===== src/rtl/uart_tx_serializer.sv =====
// rtl/uart_tx_serializer.sv - UART transmit serializer: start, LSB-first data, optional parity, one stop bit
module uart_tx_serializer #(
  parameter int DATA_WIDTH   = 8,
  parameter int BPS          = 115_200,
  parameter int SYS_CLK_FREQ = 50_000_000,
  parameter int PARITY_EN    = 0,
  parameter int PARITY_ODD   = 0
) (
  input  logic                  clk,
  input  logic                  rst,
  input  logic [DATA_WIDTH-1:0] tx_data,
  input  logic                  tx_en,
  output logic                  tx_done,
  output logic                  tx_busy,
  output logic                  uart_txd
);

  // Clock cycles per line bit, truncated.
  localparam int N     = SYS_CLK_FREQ / BPS;
  localparam int CNT_W = (N < 2) ? 1 : $clog2(N);
  localparam int IDX_W = (DATA_WIDTH < 2) ? 1 : $clog2(DATA_WIDTH);

  localparam logic [CNT_W-1:0] CNT_LAST = CNT_W'(N - 1);
  localparam logic [IDX_W-1:0] IDX_LAST = IDX_W'(DATA_WIDTH - 1);
  localparam logic             ODD_SEL  = (PARITY_ODD != 0);
  localparam logic             HAS_PAR  = (PARITY_EN != 0);

  // A bit period shorter than two clocks cannot be timed by the baud counter.
  if (N < 2) begin : g_bad_rate
    $error("uart_tx_serializer: SYS_CLK_FREQ/BPS must be at least 2");
  end
  if (DATA_WIDTH < 1) begin : g_bad_width
    $error("uart_tx_serializer: DATA_WIDTH must be at least 1");
  end

  typedef enum logic [2:0] {
    S_IDLE   = 3'd0,
    S_START  = 3'd1,
    S_DATA   = 3'd2,
    S_PARITY = 3'd3,
    S_STOP   = 3'd4
  } state_e;

  state_e                state_q, state_d;
  logic [CNT_W-1:0]      cnt_q, cnt_d;
  logic [IDX_W-1:0]      idx_q, idx_d;
  logic [DATA_WIDTH-1:0] shift_q, shift_d;
  logic                  parity_q, parity_d;
  logic                  txd_q, txd_d;
  logic                  busy_q, busy_d;
  logic                  done_q, done_d;
  logic                  bit_end;

  // Last clock of the current bit period.
  assign bit_end = (cnt_q == CNT_LAST);

  // Next-state logic; line level is computed for the state being entered so
  // the registered output lines up with the state with no extra latency.
  always_comb begin
    state_d  = state_q;
    cnt_d    = cnt_q;
    idx_d    = idx_q;
    shift_d  = shift_q;
    parity_d = parity_q;
    txd_d    = txd_q;
    done_d   = 1'b0;

    case (state_q)
      S_IDLE: begin
        txd_d = 1'b1;
        if (tx_en) begin
          state_d  = S_START;
          shift_d  = tx_data;
          parity_d = (^tx_data) ^ ODD_SEL;
          cnt_d    = '0;
          idx_d    = '0;
          txd_d    = 1'b0;
        end
      end

      S_START: begin
        if (bit_end) begin
          state_d = S_DATA;
          cnt_d   = '0;
          idx_d   = '0;
          txd_d   = shift_q[0];
        end else begin
          cnt_d = cnt_q + 1'b1;
        end
      end

      S_DATA: begin
        if (bit_end) begin
          cnt_d   = '0;
          shift_d = shift_q >> 1;
          if (idx_q == IDX_LAST) begin
            if (HAS_PAR) begin
              state_d = S_PARITY;
              txd_d   = parity_q;
            end else begin
              state_d = S_STOP;
              txd_d   = 1'b1;
            end
          end else begin
            idx_d = idx_q + 1'b1;
            txd_d = shift_d[0];
          end
        end else begin
          cnt_d = cnt_q + 1'b1;
        end
      end

      S_PARITY: begin
        if (bit_end) begin
          state_d = S_STOP;
          cnt_d   = '0;
          txd_d   = 1'b1;
        end else begin
          cnt_d = cnt_q + 1'b1;
        end
      end

      S_STOP: begin
        if (bit_end) begin
          state_d = S_IDLE;
          cnt_d   = '0;
          txd_d   = 1'b1;
          done_d  = 1'b1;
        end else begin
          cnt_d = cnt_q + 1'b1;
        end
      end

      default: begin
        state_d = S_IDLE;
        cnt_d   = '0;
        txd_d   = 1'b1;
      end
    endcase

    busy_d = (state_d != S_IDLE);
  end

  // State and output registers; reset abandons any frame and idles the line.
  always_ff @(posedge clk) begin
    if (rst) begin
      state_q  <= S_IDLE;
      cnt_q    <= '0;
      idx_q    <= '0;
      shift_q  <= '0;
      parity_q <= 1'b0;
      txd_q    <= 1'b1;
      busy_q   <= 1'b0;
      done_q   <= 1'b0;
    end else begin
      state_q  <= state_d;
      cnt_q    <= cnt_d;
      idx_q    <= idx_d;
      shift_q  <= shift_d;
      parity_q <= parity_d;
      txd_q    <= txd_d;
      busy_q   <= busy_d;
      done_q   <= done_d;
    end
  end

  assign uart_txd = txd_q;
  assign tx_busy  = busy_q;
  assign tx_done  = done_q;

endmodule


===== config.mk =====
export PLATFORM = sky130hd
export DESIGN_NAME = uart_tx_serializer
export DESIGN_NICKNAME = d
export VERILOG_FILES = /design/src/rtl/uart_tx_serializer.sv
export SDC_FILE = /design/constraint.sdc
export NUM_CORES = 1
export LEC_CHECK = 0
export ABC_AREA = 1
export CAP_MARGIN = 20
export CORE_ASPECT_RATIO = 1.25
export CORE_UTILIZATION = 56
export CTS_BUF_LIST = sky130_fd_sc_hd__clkbuf_4 sky130_fd_sc_hd__clkbuf_8 sky130_fd_sc_hd__clkbuf_16
export CTS_CLUSTER_DIAMETER = 60
export DETAILED_ROUTE_END_ITERATION = 12
export HOLD_SLACK_MARGIN = 0.03
export PLACE_DENSITY_LB_ADDON = 0.05
export SETUP_SLACK_MARGIN = 0.3
export SYNTH_ARGS = -nofsm -noshare
export SYNTH_HDL_FRONTEND = slang
export SYNTH_SLANG_ARGS = --single-unit

===== constraint.sdc =====
create_clock -name clk -period 1.8 [get_ports clk]
set_input_delay 0.36 -clock clk [delete_from_list [all_inputs] [get_ports clk]]
set_output_delay 0.36 -clock clk [all_outputs]
set_load 0.02 [all_outputs]

* Yosys cells after proc, flatten, opt, wreduce, memory -nomap -nowiden
Index checks and enable logic that the tools add are counted.
** Storage, ports and cells
- Output and inout port bits :: 3
- Word-level logic and storage cells :: 56
- Input port bits :: 11
- Register bits :: 26
** Operators by class
- Multiplexer cells :: 25
- Reductions and logical operators :: 10
- Bitwise logic cells :: 1
- Add/subtract/negate cells :: 2
- Equal/unequal tests :: 11
** Operator list (count)
- $mux 3 :: 10
- $mux 9 :: 2
- $pmux 9 s2 :: 1
- $mux 8 :: 2
- $pmux 8 s2 :: 1
- $pmux 3 s5 :: 1
- $add 9x1->9 const B :: 1
- $eq 9x9->1 const B :: 1
- $pmux 3 s3 :: 1
- $ne 2x2->1 const B :: 4
- $eq 3x2->1 const B :: 2
- $eq 3x3->1 const B :: 2
- $mux 1 :: 6
- $reduce_and 3->1 :: 2
- $reduce_bool 3->1 :: 2
- $reduce_and 5->1 :: 1
- $pmux 1 s4 :: 1
- $reduce_or 2->1 :: 2
- $reduce_or 4->1 :: 1
- $add 3x1->3 const B :: 1
- $eq 3x1->1 const B :: 1
- $logic_not 3->1 :: 1
- $ne 2x1->1 const B :: 1
- $reduce_bool 2->1 :: 1
- $not 1->1 :: 1

* Logic depth before layout (Yosys ltp)
- Depth in word-level cells :: 5
- Gate-level depth with buffers :: 10
- Depth with buffers taken out :: 10

* Least setup slack after synthesis
Ideal clock, no wire load.
- Kind :: register to register
- Start point :: register cnt_q[0]
- End point :: register cnt_q[8]
- Setup slack :: 0.458 ns
- Period minus slack after synthesis :: 1.342 ns
- Buffers on the path :: 0
- Setup time :: 0.116 ns
- Arrival time :: 1.226 ns
- Stages on the path, launching flop included :: 9
- Data required time :: 1.684 ns
- Path through :: dfxtp_1 -> ha_1 -> nand2_1 -> nor2_1 -> nand2_1 -> nand2_2 -> nand2_2 -> nand2_2 -> nor2_1
** On the way
- Word-level cells in the longest chain between the ends :: 3
- Elaborated cells on any way between the ends :: 4
- Classes of those cells :: 1 x add/sub; 1 x eq/ne; 2 x mux
** Ends and longest elaborated chain
- start: declaration :: line 45 : logic [CNT_W-1:0] cnt_q, cnt_d;
- start signal: assignment :: line 157 : cnt_q <= cnt_d;
- $add 9x1->9 / $eq 9x9->1 (equally long branches)
- $mux 9 (*)
- $pmux 9 s2 (*) :: line 68 : case (state_q)
Every way passes the cells marked *; elsewhere a longest branch is shown, timed or not.
A chain may end at the register's enable or synchronous reset.

* Worst setup path after layout
- Start point :: register cnt_q[1]
- End point :: register shift_q[0]
** On the way
- Word-level cells in the longest chain between the ends :: 3
** Ends and longest elaborated chain
- $eq 9x9->1 :: line 55 : assign bit_end = (cnt_q == CNT_LAST);
- $ne 2x2->1 (no line)
- $reduce_and 3->1 (no line)
- end signal: assignment :: line 159 : shift_q <= shift_d;
- end: declaration :: line 47 : logic [DATA_WIDTH-1:0] shift_q, shift_d;
No other way between the ends.

==> impl_metrics.py <==
metrics = {
    "setup_path": {
        "r2r_slack_ps": 420,
        "rr_endpoint": "shift_q[0]",
        "reg2reg_from": "cnt_q[1]",
        "required_ps": 2040,
        "path_class": "reg -> reg",
        "r2r_cells": 7,
        "cp-start-kind": "flip-flop",
        "endpoint_kind": "flip-flop",
        "cp_data_arrival_time_ps": 1620,
        "crit_fanout": 7,
    },
    "sta": {
        "setup_viol": 0,
        "setup_ws_ps": 419,
        "relSlewSlack_pct": 76.7,
        "slew_viol_final": 0,
        "fin_crit_ps": 1380,
        "clock_skew_ps": 1.99,
        "fin_crit_sh_pct": 76.7,
        "fmaxAchievable_ghz": 0.724,
        "grt_setup_unrepaired": "no",
        "hold_viol_final": 0,
        "finalSetupTns_ps": 0,
        "worst_slew_pin_slew_ps": 347,
    },
    "global_route": {
        "grt_max_degree": 18,
        "gr-total-overflow": 0,
        "grtUsageTotal_pct": 25.3,
        "grt_pass1_wl_um": 5200,
        "grt_pass1_vias": 1296,
        "antenna_found_initial": 0,
    },
    "routing": {
        "via_per_inst": 5.28,
        "drcViolationCount": 0,
        "dr.pass1.iters": 4,
        "routedWlPerCell_um": 11.9,
        "ant_nets": 0,
        "drt-initial-drc-count": 20,
        "vias": 1420,
        "routed_wl_um": 3200,
    },
    "synth": {
        "synthTopCellsByArea": "dfxtp_1 (36%), nand2_1 (14%), nand3_1 (9.7%), nor2_1 (7.2%), a21oi_1 (4.8%)",
        "synth_cells": 222,
        "netlist_top_cells_count": "nand2_1 (55), nand3_1 (28), nor2_1 (28)",
        "synth.net_count": 237,
        "netlist_area_um2": 1450,
        "yosysMostFrequentCell": "nand2_1",
        "yosysSeqAreaShare_pct": 35.9,
        "synth_warnings": 0,
        "synth_top_flop_cell": "dfxtp_1",
        "synth_edf_count": 0,
        "synth-async-reset-ratio_pct": 0,
        "yosysUniqueCellTypes": 23,
        "yosysTopAreaCell": "dfxtp_1",
        "synth_seq_cells": 26,
        "syn_area_per_cell_um2": 6.54,
        "synth_top_area_share_pct": 35.9,
    },
    "clock_network": {
        "cts_tree": "done",
        "cts-root-buf": "clkbuf_4",
        "clock_latency_ps": 320,
        "post_cts_buffers": 0,
        "clock_path_buffers": 2,
        "ctsHoldBuffers": 0,
        "clock_sinks": 26,
        "htree_levels": 1,
        "cts.clk_slew.worst_paths_ps": 140,
        "cts_buffers": 3,
    },
    "placed_design": {
        "post-place-cells": 265,
        "gp_congestion": 0.802,
        "pre_cts_ws_ps": 64.6,
        "io_buffers": 13,
        "hpwlAfterDp_um": 2310,
    },
    "finish": {
        "multi_input_area_um2": 858,
        "seqCellArea_um2": 526,
        "syn_to_final_growth_pct": 16.5,
        "fin_util_pct": 68.9,
        "stdcell_count": 269,
        "n_antenna_cell": 0,
        "fillerInstances": 237,
        "drive_above_1_share_pct": 14.8,
        "fin_nets": 253,
    },
    "worst_hold_path": {
        "holdPathStages": 2,
        "hold_end": "shift_q[7]",
        "hold_path.class": "reg -> reg",
        "hold_path_startpoint": "shift_q[7]",
    },
    "floorplanning": {
        "ioPinCount": 14,
        "die_y_um": 58.9,
        "rows": 20,
        "die_area_um2": 2800,
        "start_util_pct": 59.2,
        "core_um2": 2450,
        "fp.dieW_um": 47.5,
    },
    "status": {
        "status": "completed",
    },
    "power": {
        "p_leak_nw": 0.781,
        "ir_drop_mv": 0.506,
        "cellPowerDensity_nw_per_um2": 628,
    },
    "run": {
        "cap_viol_max_count": 0,
    },
}
[cell families after synthesis]
family / share of synthesized area [%]
XOR/XNOR: 1.21
flip-flops: 35.9
AND/OR/NAND/NOR: 40.9
AO/OA/AOI/OAI: 9.48
adder cells (fa/ha/maj): 3.45
buffers and inverters: 9.14
[through the flow]
stage | hold WS, ps | cell area (um2) | power [mW]
floorplan | 429 | 1450 | 0.758
global placement | 467 | 1610 | 0.810
detailed placement | 478 | 1610 | 0.820
CTS | 502 | 1640 | 1.07
global route | 528 | 1690 | 1.12
finish | 498 | 1690 | 1.06
[repair_timing]
action / 4_1_cts / 5_1_grt
endpoints found under the setup margin: 17 / 21
gates resized for setup: 7 / 13
pin swaps: 0 / 3
gates cloned: 0 / 1
[area by class of cell]
class | count | area share (%)
repair buffers | 16 | 8.81
inverters | 25 | 5.55
multi-input cells | 166 | 50.8
flip-flops and latches | 26 | 31.1
clock buffers | 3 | 1.33
well taps | 33 | 2.44
[how the worst max path moves through the flow]
stage | start | endpoint | slack, ps | cells past startpoint
2_1_floorplan | cnt_q[0] | cnt_q[8] | 460 | 8
3_3_place_gp | tx_en | idx_q[0] | 130 | 9
3_5_place_dp | tx_en | idx_q[2] | 60 | 9
4_1_cts | cnt_q[1] | shift_q[5] | 300 | 7
5_1_grt | cnt_q[1] | shift_q[0] | 310 | 7
6_report | cnt_q[1] | shift_q[0] | 420 | 7
[power breakdown]
group | internal [mW] | leakage [nW] | switching [mW]
combinational | 0.0807 | 0.553 | 0.108
sequential | 0.606 | 0.215 | 0.0160
clock | 0.0786 | 0.0138 | 0.171
[state kept, by name, summed over array words and instances (netlist names)]
| name | cells |
|---|---|
| cnt_q | 9 |
| shift_q | 8 |
| tx_busy | 1 |
| idx_q | 3 |
| uart_txd | 1 |
| tx_done | 1 |
| state_q | 3 |
[worst max-delay path, stage by stage, from the launching register on]
cell and delay [ps]:
dfxtp_2 360, inv_1 50, ha_1 180, nand4_1 150, nor2_4 190, nand2_2 140
a21oi_1 150, nor2_1 50
[placed cells by master, fill, tap and decap left out, drive strengths merged]
master	Yosys	layout
nand2	64	65
nor2	32	32
nand3	28	28
dfxtp	26	26
inv	24	24
a21oi	14	14
o21ai	12	12
clkdlybuf4s50	0	10
ha	4	4
nand4	3	3
clkbuf	0	3
dlygate4sd2	0	3
buf	6	3
nand3b	2	2
nor3	2	2
xor2	2	2
clkinv	1	1
o21bai	1	1
or2	1	1
[metal layers]
layer / vias up / routed length, um / global-route usage [%]
met4: 0 / 55 / 9.92
met2: 20 / 1800 / 48.3
li1: 736 / - / -
met3: 6 / 62 / 3.07
met5: - / 0 / 0
met1: 658 / 1280 / 26.4
Note: power is estimated with default switching activity, not from simulation.
